===== src/rtl/stopwatch_ctrl_pkg.sv =====
// Shared definitions for the stopwatch control sequencer: state encodings,
// default widths and the same-cycle button event ordering.
package stopwatch_ctrl_pkg;

  typedef enum logic [1:0] {
    IDLE  = 2'd0,
    RUN   = 2'd1,
    PAUSE = 2'd2,
    DONE  = 2'd3
  } sw_state_e;

  localparam int DIV_W_DEF = 24;
  localparam int DEB_W_DEF = 16;

  typedef struct packed {
    logic clr;
    logic ss;
    logic lap;
  } sw_events_t;

  // clr outranks ss, which outranks lap; losers in the same cycle are dropped
  function automatic sw_events_t prioritize_events(input logic clr, input logic ss,
                                                   input logic lap);
    sw_events_t ev;
    ev.clr = clr;
    ev.ss  = ss & ~clr;
    ev.lap = lap & ~ss & ~clr;
    return ev;
  endfunction

endpackage


===== src/rtl/stopwatch_ctrl_btn_debounce.sv =====
// Raw push-button conditioner: 2-flop synchronizer, level debounce and a
// single-cycle pulse on each accepted press.
module btn_debounce #(
  parameter int DEB_W = 16
) (
  input  logic clk,
  input  logic rst,
  input  logic btn,
  output logic press
);

  logic             sync_1;
  logic             sync_2;
  logic             stable;
  logic [DEB_W-1:0] deb_cnt;
  logic [DEB_W-1:0] cnt_inc;

  assign cnt_inc = deb_cnt + 1'b1;

  // stable flips on the edge where the count would reach all-ones, so a new
  // level must be seen for 2^DEB_W-1 consecutive cycles
  always_ff @(posedge clk) begin
    if (rst) begin
      sync_1  <= 1'b0;
      sync_2  <= 1'b0;
      stable  <= 1'b0;
      deb_cnt <= '0;
      press   <= 1'b0;
    end else begin
      sync_1 <= btn;
      sync_2 <= sync_1;
      press  <= 1'b0;
      if (sync_2 != stable) begin
        if (&cnt_inc) begin
          stable  <= sync_2;
          deb_cnt <= '0;
          press   <= sync_2;
        end else begin
          deb_cnt <= cnt_inc;
        end
      end else begin
        deb_cnt <= '0;
      end
    end
  end

endmodule


===== src/rtl/stopwatch_ctrl.sv =====
// Stopwatch control sequencer: decides when the BCD datapath counts, clears
// or freezes its display.
//
//   state | meaning
//   IDLE  | cleared, waiting for start
//   RUN   | prescaler running, count ticks issued
//   PAUSE | prescaler frozen at its partial value
//   DONE  | terminal count reached, only clear leaves
module stopwatch_ctrl
  import stopwatch_ctrl_pkg::*;
#(
  parameter int DIV_W = DIV_W_DEF,
  parameter int DEB_W = DEB_W_DEF
) (
  input  logic       clk,
  input  logic       rst,
  input  logic       btn_ss,
  input  logic       btn_lap,
  input  logic       btn_clr,
  input  logic       tc,
  output logic       cnt_en,
  output logic       cnt_clr,
  output logic       disp_hold,
  output logic [1:0] state
);

  logic             p_ss;
  logic             p_lap;
  logic             p_clr;
  sw_events_t       ev;
  sw_state_e        state_q;
  sw_state_e        state_nxt;
  logic [DIV_W-1:0] presc_q;
  logic [DIV_W-1:0] presc_nxt;
  logic             tick;
  logic             en_nxt;
  logic             clr_nxt;
  logic             hold_nxt;

  btn_debounce #(.DEB_W(DEB_W)) u_deb_ss  (.clk(clk), .rst(rst), .btn(btn_ss),  .press(p_ss));
  btn_debounce #(.DEB_W(DEB_W)) u_deb_lap (.clk(clk), .rst(rst), .btn(btn_lap), .press(p_lap));
  btn_debounce #(.DEB_W(DEB_W)) u_deb_clr (.clk(clk), .rst(rst), .btn(btn_clr), .press(p_clr));

  assign tick  = (state_q == RUN) && (&presc_q);
  assign state = state_q;

  always_comb begin
    ev        = prioritize_events(p_clr, p_ss, p_lap);
    state_nxt = state_q;
    presc_nxt = presc_q;
    en_nxt    = 1'b0;
    clr_nxt   = 1'b0;
    hold_nxt  = disp_hold;

    if (state_q == RUN) presc_nxt = presc_q + 1'b1;

    case (state_q)
      IDLE: begin
        if (ev.ss) begin
          state_nxt = RUN;
          presc_nxt = '0;
        end
      end
      RUN: begin
        if (ev.ss)           state_nxt = PAUSE;
        else if (tick && tc) state_nxt = DONE;
        if (tick && !tc) en_nxt = 1'b1;
        if (ev.lap) hold_nxt = ~disp_hold;
      end
      PAUSE: begin
        if (ev.ss)  state_nxt = RUN;
        if (ev.lap) hold_nxt = ~disp_hold;
      end
      DONE: begin
      end
      default: state_nxt = IDLE;
    endcase

    // clear wins over everything, including a tick landing in the same cycle
    if (ev.clr) begin
      state_nxt = IDLE;
      clr_nxt   = 1'b1;
      en_nxt    = 1'b0;
      hold_nxt  = 1'b0;
    end
  end

  always_ff @(posedge clk) begin
    if (rst) begin
      state_q   <= IDLE;
      presc_q   <= '0;
      cnt_en    <= 1'b0;
      cnt_clr   <= 1'b0;
      disp_hold <= 1'b0;
    end else begin
      state_q   <= state_nxt;
      presc_q   <= presc_nxt;
      cnt_en    <= en_nxt;
      cnt_clr   <= clr_nxt;
      disp_hold <= hold_nxt;
    end
  end

endmodule


===== config.mk =====
export PLATFORM = sky130hd
export DESIGN_NAME = stopwatch_ctrl
export DESIGN_NICKNAME = d
export VERILOG_FILES = /design/src/rtl/stopwatch_ctrl_pkg.sv /design/src/rtl/stopwatch_ctrl_btn_debounce.sv /design/src/rtl/stopwatch_ctrl.sv
export SDC_FILE = /design/constraint.sdc
export NUM_CORES = 1
export LEC_CHECK = 0
export ABC_AREA = 1
export CELL_PAD_IN_SITES_DETAIL_PLACEMENT = 0
export CELL_PAD_IN_SITES_GLOBAL_PLACEMENT = 1
export CORE_MARGIN = 2
export CORE_UTILIZATION = 48
export CTS_CLUSTER_DIAMETER = 100
export CTS_CLUSTER_SIZE = 20
export DETAILED_ROUTE_END_ITERATION = 10
export MAX_ROUTING_LAYER = met4
export PLACE_DENSITY_LB_ADDON = 0.15
export SYNTH_ARGS = -nofsm -noshare
export SYNTH_HDL_FRONTEND = slang
export SYNTH_SLANG_ARGS = --single-unit

===== constraint.sdc =====
create_clock -name clk -period 4 [get_ports clk]
set_input_delay 1 -clock clk [delete_from_list [all_inputs] [get_ports clk]]
set_output_delay 1 -clock clk [all_outputs]
set_load 0.01 [all_outputs]

==> results of run 1 <==
-- cell families (layout without fill, tap and decap cells) --
family | count (synthesis) | count (layout) | synth area share (%)
adder cells (fa/ha/maj) | 12 | 12 | 3.125
AO/OA/AOI/OAI | 43 | 43 | 5.078
AND/OR/NAND/NOR | 457 | 457 | 42.19
buffers and inverters | 114 | 134 | 9.792
XOR/XNOR | 15 | 15 | 2.734
flip-flops | 89 | 89 | 37.08
-- through the flow --
step,hold WS [ps],area [um2],total power [mW]
final,402.8,5199,1.544
after global routing,424.2,5199,1.598
after CTS,404.5,5199,1.558
after detailed placement,395.1,5010,0.9434
after global placement,394.6,5010,0.9428
after floorplan,388.3,4805,0.9346
-- worst max-delay path, stage by stage --
cell             delay, ps
clkdlybuf4s50_1        730
inv_1                  230
o21ai_1                410
inv_1                  280
o21ai_0                190
a21oi_1                100
-- final timing paths --
kind                                             end  slack, ps  cells after the start
worst min-delay path                u_deb_lap.sync_2        400                      2
worst max register to register  u_deb_lap.deb_cnt[0]       1890                     10
worst min register to register      u_deb_lap.sync_2        400                      2
worst max-delay path                      presc_q[8]       1310                      6
-- routing by layer --
layer  GRT usage [%]  routed length (um)  vias to the layer above
li1                -                   -                     2300
met1           25.22                4978                     1920
met2           30.26                4213                       53
met3           2.256                 220                       10
met4           7.239                 129                        0
met5               -                   0                        -
-- area by class of cell --
type                       instances  area [um2]
clock buffer                      13       148.9
clock inverter                     3       40.04
fill                            1027        4531
inverter                         107       401.6
multi-input combinational        527        2552
sequential                        89        1782
tap                              133       166.4
timing repair buffer              11       107.6
-- cells in the final DEF, fill, tap and decap left out --
cell | Yosys | layout
a21o_1 | 1 | 1
a21oi_1 | 18 | 18
a31oi_1 | 1 | 1
and2_1 | 1 | 1
and3b_1 | 1 | 1
buf_4 | 0 | 1
bufinv_16 | 0 | 1
clkbuf_1 | 2 | 3
clkbuf_8 | 0 | 10
clkdlybuf4s50_1 | 0 | 10
clkinv_2 | 0 | 2
dfxtp_1 | 89 | 89
ha_1 | 12 | 12
inv_1 | 107 | 107
nand2_1 | 184 | 184
nand2_2 | 5 | 5
nand2_4 | 3 | 3
nand3_1 | 49 | 49
nand3b_1 | 4 | 4
nand3b_2 | 2 | 2
nand4_1 | 20 | 20
nor2_1 | 132 | 132
nor2_2 | 34 | 34
nor2_4 | 1 | 1
nor3_1 | 15 | 15
nor3b_1 | 1 | 1
nor4_1 | 2 | 2
o21a_1 | 2 | 2
o21ai_0 | 11 | 11
o21ai_1 | 2 | 2
o21bai_1 | 7 | 7
o31ai_1 | 1 | 1
or2_1 | 1 | 1
or2_2 | 2 | 2
xnor2_1 | 9 | 9
xor2_1 | 6 | 6
-- power by group --
| part | switching, mW | internal [mW] | total (mW) |
|---|---|---|---|
| Sequential | 0.00253 | 0.889 | 0.891 |
| Combinational | 0.0196 | 0.0113 | 0.0308 |
| Clock | 0.316 | 0.305 | 0.622 |
| Total | 0.338 | 1.21 | 1.54 |
-- synth_stat cells --
cell type | n | area share (%)
nor3b_1 | 1 | 0.16
a21oi_1 | 18 | 1.9
ha_1 | 12 | 3.1
nor4_1 | 2 | 0.26
nand2_2 | 5 | 0.65
buf_12 | 2 | 0.83
and3b_1 | 1 | 0.18
nor2_1 | 132 | 10
and2_1 | 1 | 0.13
nand3b_2 | 2 | 0.47
clkbuf_1 | 2 | 0.16
or2_1 | 1 | 0.13
buf_6 | 1 | 0.23
o21bai_1 | 7 | 1.1
o21a_1 | 2 | 0.31
dfxtp_1 | 89 | 37
buf_2 | 2 | 0.21
nor3_1 | 15 | 1.6
a31oi_1 | 1 | 0.13
xnor2_1 | 9 | 1.6
nand3_1 | 49 | 5.1
xor2_1 | 6 | 1.1
nand2_1 | 184 | 14
or2_2 | 2 | 0.26
o21ai_0 | 11 | 1.1
o31ai_1 | 1 | 0.16
nand2_4 | 3 | 0.70
nand4_1 | 20 | 2.6
o21ai_1 | 2 | 0.21
nor2_2 | 34 | 4.4
inv_1 | 107 | 8.4
nand3b_1 | 4 | 0.63
a21o_1 | 1 | 0.16
nor2_4 | 1 | 0.23
-- registers in the layout, indices dropped and copies added, names as in the netlist, 2 cells and up --
signal / cells
u_deb_ss.deb_cnt: 16
u_deb_lap.deb_cnt: 16
presc_q: 24
state: 2
u_deb_clr.deb_cnt: 16
==> results.py, run 1 <==
metrics = {
    "run_status": {
        "status": "complete, no violations",
    },
    "die": {
        "die_y_um": 104.0,
        "io_pins": 11,
        "core_mm2": 0.009729,
        "num_rows": 36,
        "die_area_mm2": 0.01083,
        "start_util_pct": 49.38,
        "die_w_um": 104.0,
    },
    "timing": {
        "slew_violations": 0,
        "setup_viol": 0,
        "fin_worst_skew_ps": 8.170,
        "rsz0062_at_grt": "no",
        "max_freq_mhz": 371.2,
        "fin_crit_ps": 2694,
        "fin_setup_tns_ps": 0,
        "tightest_slew_ps": 651.1,
        "fin_ws_ps": 1306,
        "hold_violations": 0,
        "max_slew_margin_pct": 56.30,
        "period_share_pct": 67.34,
    },
    "final_layout": {
        "n_antenna_cell": 0,
        "final_cells": 883,
        "syn2layout_area_growth_pct": 8.203,
        "nNetsFinal": 763,
        "drive_above_1_share_pct": 8.133,
        "utilization_pct": 53.43,
    },
    "synth": {
        "ys_ff_latch": 89,
        "seq_area_frac_synth_pct": 37.08,
        "synth_area_per_cell_um2": 6.582,
        "yosysUniqueCellTypes": 34,
        "synthCells": 730,
        "syn_nets": 748,
        "synth_area_mm2": 0.004805,
        "yosys_warnings": 0,
    },
    "worst_setup_path": {
        "cp-startpoint": "rst",
        "crit_path_end_kind": "flip-flop",
        "critical_path_class": "input pin to flip-flop",
        "setup.worst_path.start_class": "input pin",
        "cp.required_ps": 4240,
        "r2r_start": "u_deb_lap.deb_cnt[0]",
        "worstPathArrival_ps": 2930,
        "cp_max_fo": 12,
    },
    "detailed_routing": {
        "drc": 0,
        "wl_per_cell_um": 10.81,
        "via_per_inst": 4.851,
        "ant_nets": 0,
        "dr.first_iter.drc_count": 121,
        "drt-pass1-iter-count": 4,
        "route.vias.total": 4283,
        "drt-total-wl_um": 9542,
    },
    "placement": {
        "dp_slack_ps": 926.0,
        "hpwl_um": 7254,
        "dp_cells": 867,
        "gp_congestion": 0.8412,
        "numPortBuffers": 10,
    },
    "global_route": {
        "overflow": 0,
        "grt_pass1_wl_um": 16970,
        "grt_pass1_vias": 3976,
        "grt_antenna_before_repair": 0,
        "grt_util_all_layers_pct": 19.13,
        "grt_max_degree": 17,
    },
    "clock_tree": {
        "post-cts-setup-buffers": 0,
        "clock-sinks": 89,
        "cts.path.max_buffers": 2,
        "insertion_delay_ps": 360,
        "cts_resized": 0,
        "clock_tree.htree_level_count": 3,
        "cts_hold_buf": 0,
        "cts_tree": "done",
        "cts_root_buffer": "clkbuf_8",
        "clkTransAtPathRegs_ps": 90,
        "cts_inserted_buffers": 9,
    },
    "worst_hold_path": {
        "min_path_type": "flip-flop to flip-flop",
        "hp-start": "u_deb_lap.sync_1",
    },
    "flow_run": {
        "maxCapViolCount": 0,
    },
    "pwr": {
        "power_density_mw_per_mm2": 296.9,
        "ir_drop_uv": 184.2,
        "power.leakage_nw": 1.813,
    },
}
Power figures use the tool's default switching activity.
==> run 2, diff against run 1 <==
--- a/config.mk
+++ b/config.mk
@@ -9,7 +9,7 @@
 export CELL_PAD_IN_SITES_DETAIL_PLACEMENT = 0
 export CELL_PAD_IN_SITES_GLOBAL_PLACEMENT = 1
 export CORE_MARGIN = 2
-export CORE_UTILIZATION = 48
+export CORE_UTILIZATION = 40
 export CTS_CLUSTER_DIAMETER = 100
 export CTS_CLUSTER_SIZE = 20
 export DETAILED_ROUTE_END_ITERATION = 10
==> constraint.sdc (replaced) <==
create_clock -name clk -period 2.2 [get_ports clk]
set_input_delay 0.55 -clock clk [delete_from_list [all_inputs] [get_ports clk]]
set_output_delay 0.55 -clock clk [all_outputs]
set_load 0.01 [all_outputs]
==> run 2 against run 1 <==
First-iteration DRC count is 52% higher. Via count is 0.56% lower. Flip-flop and latch count stayed put. Cell area is 3.6% higher. Die area is 19% higher. Count of clock-buffer cells in the layout stayed put. Cell count is 1.9% higher. Utilization is 8.0 points lower. Register-to-register slack worse by 1600 ps. Critical path depth is 4 higher. Combinational power is 99% higher. Sequential share of layout area is 1.2 points lower. Critical path type is now flip-flop to flip-flop. Largest power group unchanged.
==> results.py, run 2 (synthesis gave the netlist of run 1 again) <==
metrics = {
    "timing": {
        "max_freq_mhz": 512.4,
        "period_share_pct": 88.72,
        "setup_viol": 0,
        "tightest_slew_ps": 361.7,
        "hold_violations": 0,
        "fin_worst_skew_ps": 4.469,
        "fin_setup_tns_ps": 0,
        "rsz0062_at_grt": "no",
        "fin_crit_ps": 1952,
        "fin_ws_ps": 248.3,
        "slew_violations": 0,
        "max_slew_margin_pct": 75.66,
    },
    "worst_setup_path": {
        "ff2ff_path_depth": 10,
        "rrSetupSlack_ps": 250,
        "setup.worst_path.start_class": "flip-flop",
        "r2r_start": "u_deb_lap.deb_cnt[0]",
        "worstPathArrival_ps": 2180,
        "crit_path_end_kind": "flip-flop",
        "cp_max_fo": 16,
        "r2r_end": "u_deb_lap.deb_cnt[0]",
        "cp.required_ps": 2430,
        "critical_path_class": "flip-flop to flip-flop",
    },
    "clock_tree": {
        "cts_inserted_buffers": 9,
        "cts_hold_buf": 0,
        "cts.path.max_buffers": 2,
        "cts_tree": "done",
        "clock_tree.htree_level_count": 3,
        "clkTransAtPathRegs_ps": 60,
        "cts_root_buffer": "clkbuf_16",
        "post-cts-setup-buffers": 0,
        "insertion_delay_ps": 340,
        "clock-sinks": 89,
    },
    "placement": {
        "gp_congestion": 0.8017,
        "dp_slack_ps": 127.3,
        "hpwl_um": 7553,
        "numPortBuffers": 10,
    },
    "global_route": {
        "grt_pass1_vias": 3955,
        "grt_use_met2_pct": 26.91,
        "grt_use_met3_pct": 2.391,
        "grt_pass1_wl_um": 17420,
        "grt_antenna_before_repair": 0,
        "overflow": 0,
        "grt_busiest_layer": "met2",
        "use_met1_pct": 21.92,
        "grt_max_degree": 17,
        "grt_util_all_layers_pct": 16.98,
    },
    "flow_run": {
        "maxCapViolCount": 0,
    },
    "final_layout": {
        "largest_register_ffs": 24,
        "n_antenna_cell": 0,
        "fill_cells": 1265,
        "layout_commonest_cell": "nand2_1",
        "top_register": "presc_q",
        "syn2layout_area_growth_pct": 12.06,
        "final_cell_mix": "nand2_1 (184), nor2_1 (130), inv_1 (106)",
        "drive_above_1_share_pct": 9.827,
        "nNetsFinal": 767,
    },
    "die": {
        "core_mm2": 0.01186,
        "die_w_um": 113.6,
        "io_pins": 11,
        "die_area_mm2": 0.01290,
        "num_rows": 40,
        "start_util_pct": 40.51,
        "die_y_um": 113.6,
    },
    "detailed_routing": {
        "drc": 0,
        "via_per_inst": 4.732,
        "route.vias.total": 4259,
        "dr.first_iter.drc_count": 184,
        "drt-total-wl_um": 9810,
        "drt-pass1-iter-count": 4,
        "wl_per_cell_um": 10.90,
        "ant_nets": 0,
    },
    "worst_hold_path": {
        "hold_depth": 2,
        "hp-start": "u_deb_clr.sync_1",
        "holdPathEnd": "u_deb_clr.sync_2",
        "min_path_type": "flip-flop to flip-flop",
    },
    "pwr": {
        "p_total_mw": 3.154,
        "ir_drop_uv": 260.7,
        "power.leakage_nw": 1.872,
        "power_density_mw_per_mm2": 585.8,
    },
    "run_status": {
        "status": "complete, no violations",
    },
}
run 2: per-stage QoR:
stage,hold WS (ps),util (%),instances,area [um2]
finish,401.9,45.39,900,5384
global route,412.7,45.39,900,5384
CTS,405.3,45.02,900,5340
detailed placement,395.6,42.64,885,5057
global placement,390.9,42.64,885,5057
floorplan,388.3,-,730,4805
run 2: power by group:
group / total, mW / internal [mW] / switching [mW]
combinational: 0.0612 / 0.0236 / 0.0376
sequential: 1.62 / 1.62 / 0.00479
clock: 1.47 / 0.851 / 0.619
total: 3.15 / 2.49 / 0.662
run 2: critical path, cell delays in order (launching register included):
cell,delay [ps]
dfxtp_1,420
ha_2,250
nand2_1,90
nor2_4,150
nand2_1,80
o21bai_1,170
nand3_1,110
nor2_2,160
nand3b_2,160
nand2_8,170
nor2_1,50
run 2: layout make-up:
cell class	count	area (um2)	share of cell area, %
Inverter	107	401.6	7.460
Clock buffer	13	270.3	5.020
Tap cell	147	183.9	3.416
Sequential cell	89	1783	33.12
Timing Repair Buffer	15	137.6	2.556
Multi-Input combinational cell	527	2595	48.20
Clock inverter	2	12.51	0.2324
run 2: layer usage:
layer	vias up	share of wire, %
met5	-	0
met4	0	1.9
met3	11	2.3
met2	44	45
met1	1892	51
li1	2312	-
run 2: repair_timing:
action	4_1_cts	5_1_grt
setup endpoints to repair	0	38
endpoints found under the hold margin	0	0
gates resized for setup	0	11
run 2: how the worst max path moves through the flow:
stage | from | end | slack (ps)
after CTS | u_deb_lap.deb_cnt[0] | u_deb_lap.deb_cnt[13] | 120
after global placement | u_deb_clr.deb_cnt[0] | u_deb_clr.deb_cnt[0] | 160
after detailed placement | u_deb_lap.deb_cnt[0] | u_deb_lap.deb_cnt[13] | 130
after floorplan | u_deb_lap.deb_cnt[0] | u_deb_lap.deb_cnt[2] | 400
after global routing | u_deb_lap.deb_cnt[0] | u_deb_lap.deb_cnt[13] | 7
final | u_deb_lap.deb_cnt[0] | u_deb_lap.deb_cnt[0] | 250
==> run 3, diff against run 2 <==
--- a/config.mk
+++ b/config.mk
@@ -5,11 +5,10 @@
 export SDC_FILE = /design/constraint.sdc
 export NUM_CORES = 1
 export LEC_CHECK = 0
-export ABC_AREA = 1
 export CELL_PAD_IN_SITES_DETAIL_PLACEMENT = 0
 export CELL_PAD_IN_SITES_GLOBAL_PLACEMENT = 1
 export CORE_MARGIN = 2
-export CORE_UTILIZATION = 40
+export CORE_UTILIZATION = 43
 export CTS_CLUSTER_DIAMETER = 100
 export CTS_CLUSTER_SIZE = 20
 export DETAILED_ROUTE_END_ITERATION = 10
==> run 3 against run 2 <==
The flow now finishes with violations (setup timing). Sequential power about the same. Clock power fell by 28%. Synthesized area fell by 6.2%. Clock skew grew 13 ps. Cell count down 20%. Maximum frequency down 14%. Count of clock-buffer cells in the layout fell by 3. Cell area rose by 5.0%. Non-clock buffer count is 60 higher. Die area is 12% lower. Combinational power about the same. Critical path type unchanged.
==> results.py, run 3 <==
metrics = {
    "run_status": {
        "status": "finished with violations",
        "failed_checks": "setup timing",
    },
    "final_layout": {
        "n_antenna_cell": 0,
        "layout_commonest_cell": "dfxtp_1",
        "nNetsFinal": 601,
        "final_cell_area_mm2": 0.005654,
        "final_cells": 724,
        "utilization_pct": 55.26,
        "final_cell_mix": "dfxtp_1 (76), nor2_1 (63), buf_4 (57)",
        "top_register": "presc_q",
        "largest_register_ffs": 24,
        "fill_cells": 935,
        "drive_above_1_share_pct": 25.17,
        "syn2layout_area_growth_pct": 25.46,
    },
    "placement": {
        "gp_congestion": 0.8674,
        "hpwl_um": 6886,
        "numPortBuffers": 10,
        "dp_slack_ps": -43.27,
        "placed_area_mm2": 0.005137,
        "dp_cells": 697,
    },
    "timing": {
        "fin_worst_skew_ps": 17.65,
        "fin_ws_ps": -67.71,
        "rsz0062_at_grt": "yes",
        "period_share_pct": 103.1,
        "max_freq_mhz": 441.0,
        "tightest_slew_ps": 575.3,
        "max_slew_margin_pct": 61.37,
        "setup_viol": 32,
        "slew_violations": 0,
        "fin_crit_ps": 2268,
        "hold_violations": 0,
    },
    "synth": {
        "yosys_warnings": 0,
        "yosysMostFrequentCell": "dfxtp_1",
        "synth_enable_flop_cells": 0,
        "yosysUniqueCellTypes": 57,
        "ys_top_cells_by_area": "dfxtp_1 (40%), xor2_1 (7.0%), xnor2_1 (5.4%)",
        "synthTopCellsByCount": "dfxtp_1 (89), nor2_1 (64), xor2_1 (36)",
        "syn_nets": 534,
        "async_flop_share_pct": 0,
        "synth_top_area_cell": "dfxtp_1",
        "synth_area_mm2": 0.004507,
        "ys_ff_latch": 89,
        "seq_area_frac_synth_pct": 39.53,
        "synthCells": 516,
        "synth_flop_cell": "dfxtp_1",
        "synth.top_cell.area_share_pct": 39.53,
        "synth_area_per_cell_um2": 8.734,
    },
    "global_route": {
        "grt_max_degree": 25,
        "overflow": 0,
        "grt_pass1_wl_um": 16980,
        "grt_pass1_vias": 3717,
        "grt_antenna_before_repair": 0,
        "grt_util_all_layers_pct": 18.83,
    },
    "pwr": {
        "power.leakage_nw": 1.972,
        "ir_drop_uv": 240.2,
        "power_density_mw_per_mm2": 482.8,
    },
    "flow_run": {
        "maxCapViolCount": 0,
    },
    "worst_setup_path": {
        "ff2ff_path_depth": 9,
        "setup.worst_path.start_class": "flip-flop",
        "crit_path_end_kind": "flip-flop",
        "cp.required_ps": 2420,
        "critical_path_class": "flip-flop to flip-flop",
        "cp_max_fo": 8,
        "worstPathArrival_ps": 2490,
    },
    "die": {
        "die_area_mm2": 0.01132,
        "io_pins": 11,
        "start_util_pct": 44.05,
        "num_rows": 37,
        "die_w_um": 106.4,
        "die_y_um": 106.4,
        "core_mm2": 0.01023,
    },
    "detailed_routing": {
        "dr.first_iter.drc_count": 147,
        "drt-total-wl_um": 9774,
        "ant_nets": 0,
        "via_per_inst": 5.327,
        "route.vias.total": 3857,
        "wl_per_cell_um": 13.50,
        "drt-pass1-iter-count": 4,
        "drc": 0,
    },
    "clock_tree": {
        "clock-sinks": 89,
        "clkTransAtPathRegs_ps": 90,
        "cts_tree": "done",
        "insertion_delay_ps": 360,
        "cts.path.max_buffers": 2,
        "clock_tree.htree_level_count": 3,
        "cts_inserted_buffers": 9,
        "cts_hold_buf": 0,
        "cts_root_buffer": "clkbuf_8",
    },
    "worst_hold_path": {
        "min_path_type": "flip-flop to flip-flop",
        "hold_depth": 1,
    },
}
run 3: changes by cell type after synthesis, sizes merged, moves of 11 or more:
cell	before	now
nand3	49	32
inv	107	13
nor4	2	14
nand2b	0	11
nor2	167	64
and3	0	13
nand2	192	32
xnor2	9	28
nor3	15	32
xor2	6	36
run 3: layout make-up:
class                      count  area [um2]  area share [%]
multi-input combinational    395        2815           49.79
sequential                    89        1815           32.11
timing repair buffer          75       626.9           11.09
tap                          136       170.2           3.010
clock buffer                  10       137.6           2.434
inverter                      13       48.80          0.8630
clock inverter                 6       40.04          0.7081
run 3: layer usage:
metal / part of all wire, % / vias to the layer above / track usage (%)
met5: 0 / - / -
li1: - / 1958 / -
met2: 46 / 65 / 28.66
met3: 3.4 / 15 / 3.740
met1: 49 / 1819 / 24.85
met4: 1.5 / 0 / 6.861
run 3: logic make-up after synthesis:
| kind of cell | after synthesis | share of synthesized area [%] |
|---|---|---|
| xor gates and xnor gates | 64 | 12.44 |
| muxes | 5 | 1.138 |
| AOI/OAI and AO/OA | 51 | 7.440 |
| adders and majority gates | 12 | 3.331 |
| buffers and inverters | 32 | 3.082 |
| DFF | 89 | 39.53 |
| and+or+nand+nor | 263 | 33.04 |
run 3: critical path, cell delays in order (launching register included):
cell and delay, ps:
dfxtp_2 360, buf_6 120, nand4_1 200, or3_4 450
a21oi_2 130, nand4_1 110, buf_6 160, nor4_4 320
buf_6 240, nor4_2 50
run 3: power breakdown:
group          leakage, nW  internal, mW  switching (mW)
sequential           0.727          1.61         0.00467
combinational         1.15        0.0274          0.0334
clock               0.0928         0.444           0.612
run 3: final timing paths:
kind / start / slack, ps / end
worst max register to register: u_deb_clr.deb_cnt[0] / -70 / u_deb_clr.deb_cnt[1]
worst max-delay path: u_deb_clr.deb_cnt[0] / -70 / u_deb_clr.deb_cnt[1]
worst min register to register: u_deb_lap.sync_1 / 450 / u_deb_lap.sync_2
worst min-delay path: u_deb_lap.sync_1 / 450 / u_deb_lap.sync_2
run 3: repair_timing:
| action | 4_1_cts | 5_1_grt |
|---|---|---|
| pin swaps | 0 | 23 |
| setup endpoints to repair | 18 | 54 |
| cloned | 0 | 1 |
| hold endpoints to repair | 0 | 0 |
| gates resized for setup | 2 | 59 |
| buffers inserted | 0 | 10 |
run 3: stage by stage:
| step | power [mW] | TNS [ps] | hold slack (ps) |
|---|---|---|---|
| finish | 2.730 | -1180 | 447.6 |
| global route | 2.852 | -4671 | 469.9 |
| CTS | 2.767 | -28.06 | 449.0 |
| detailed placement | 1.712 | -241.1 | 427.2 |
| global placement | 1.711 | -187.5 | 419.5 |
| floorplan | 1.686 | -358.6 | 413.8 |
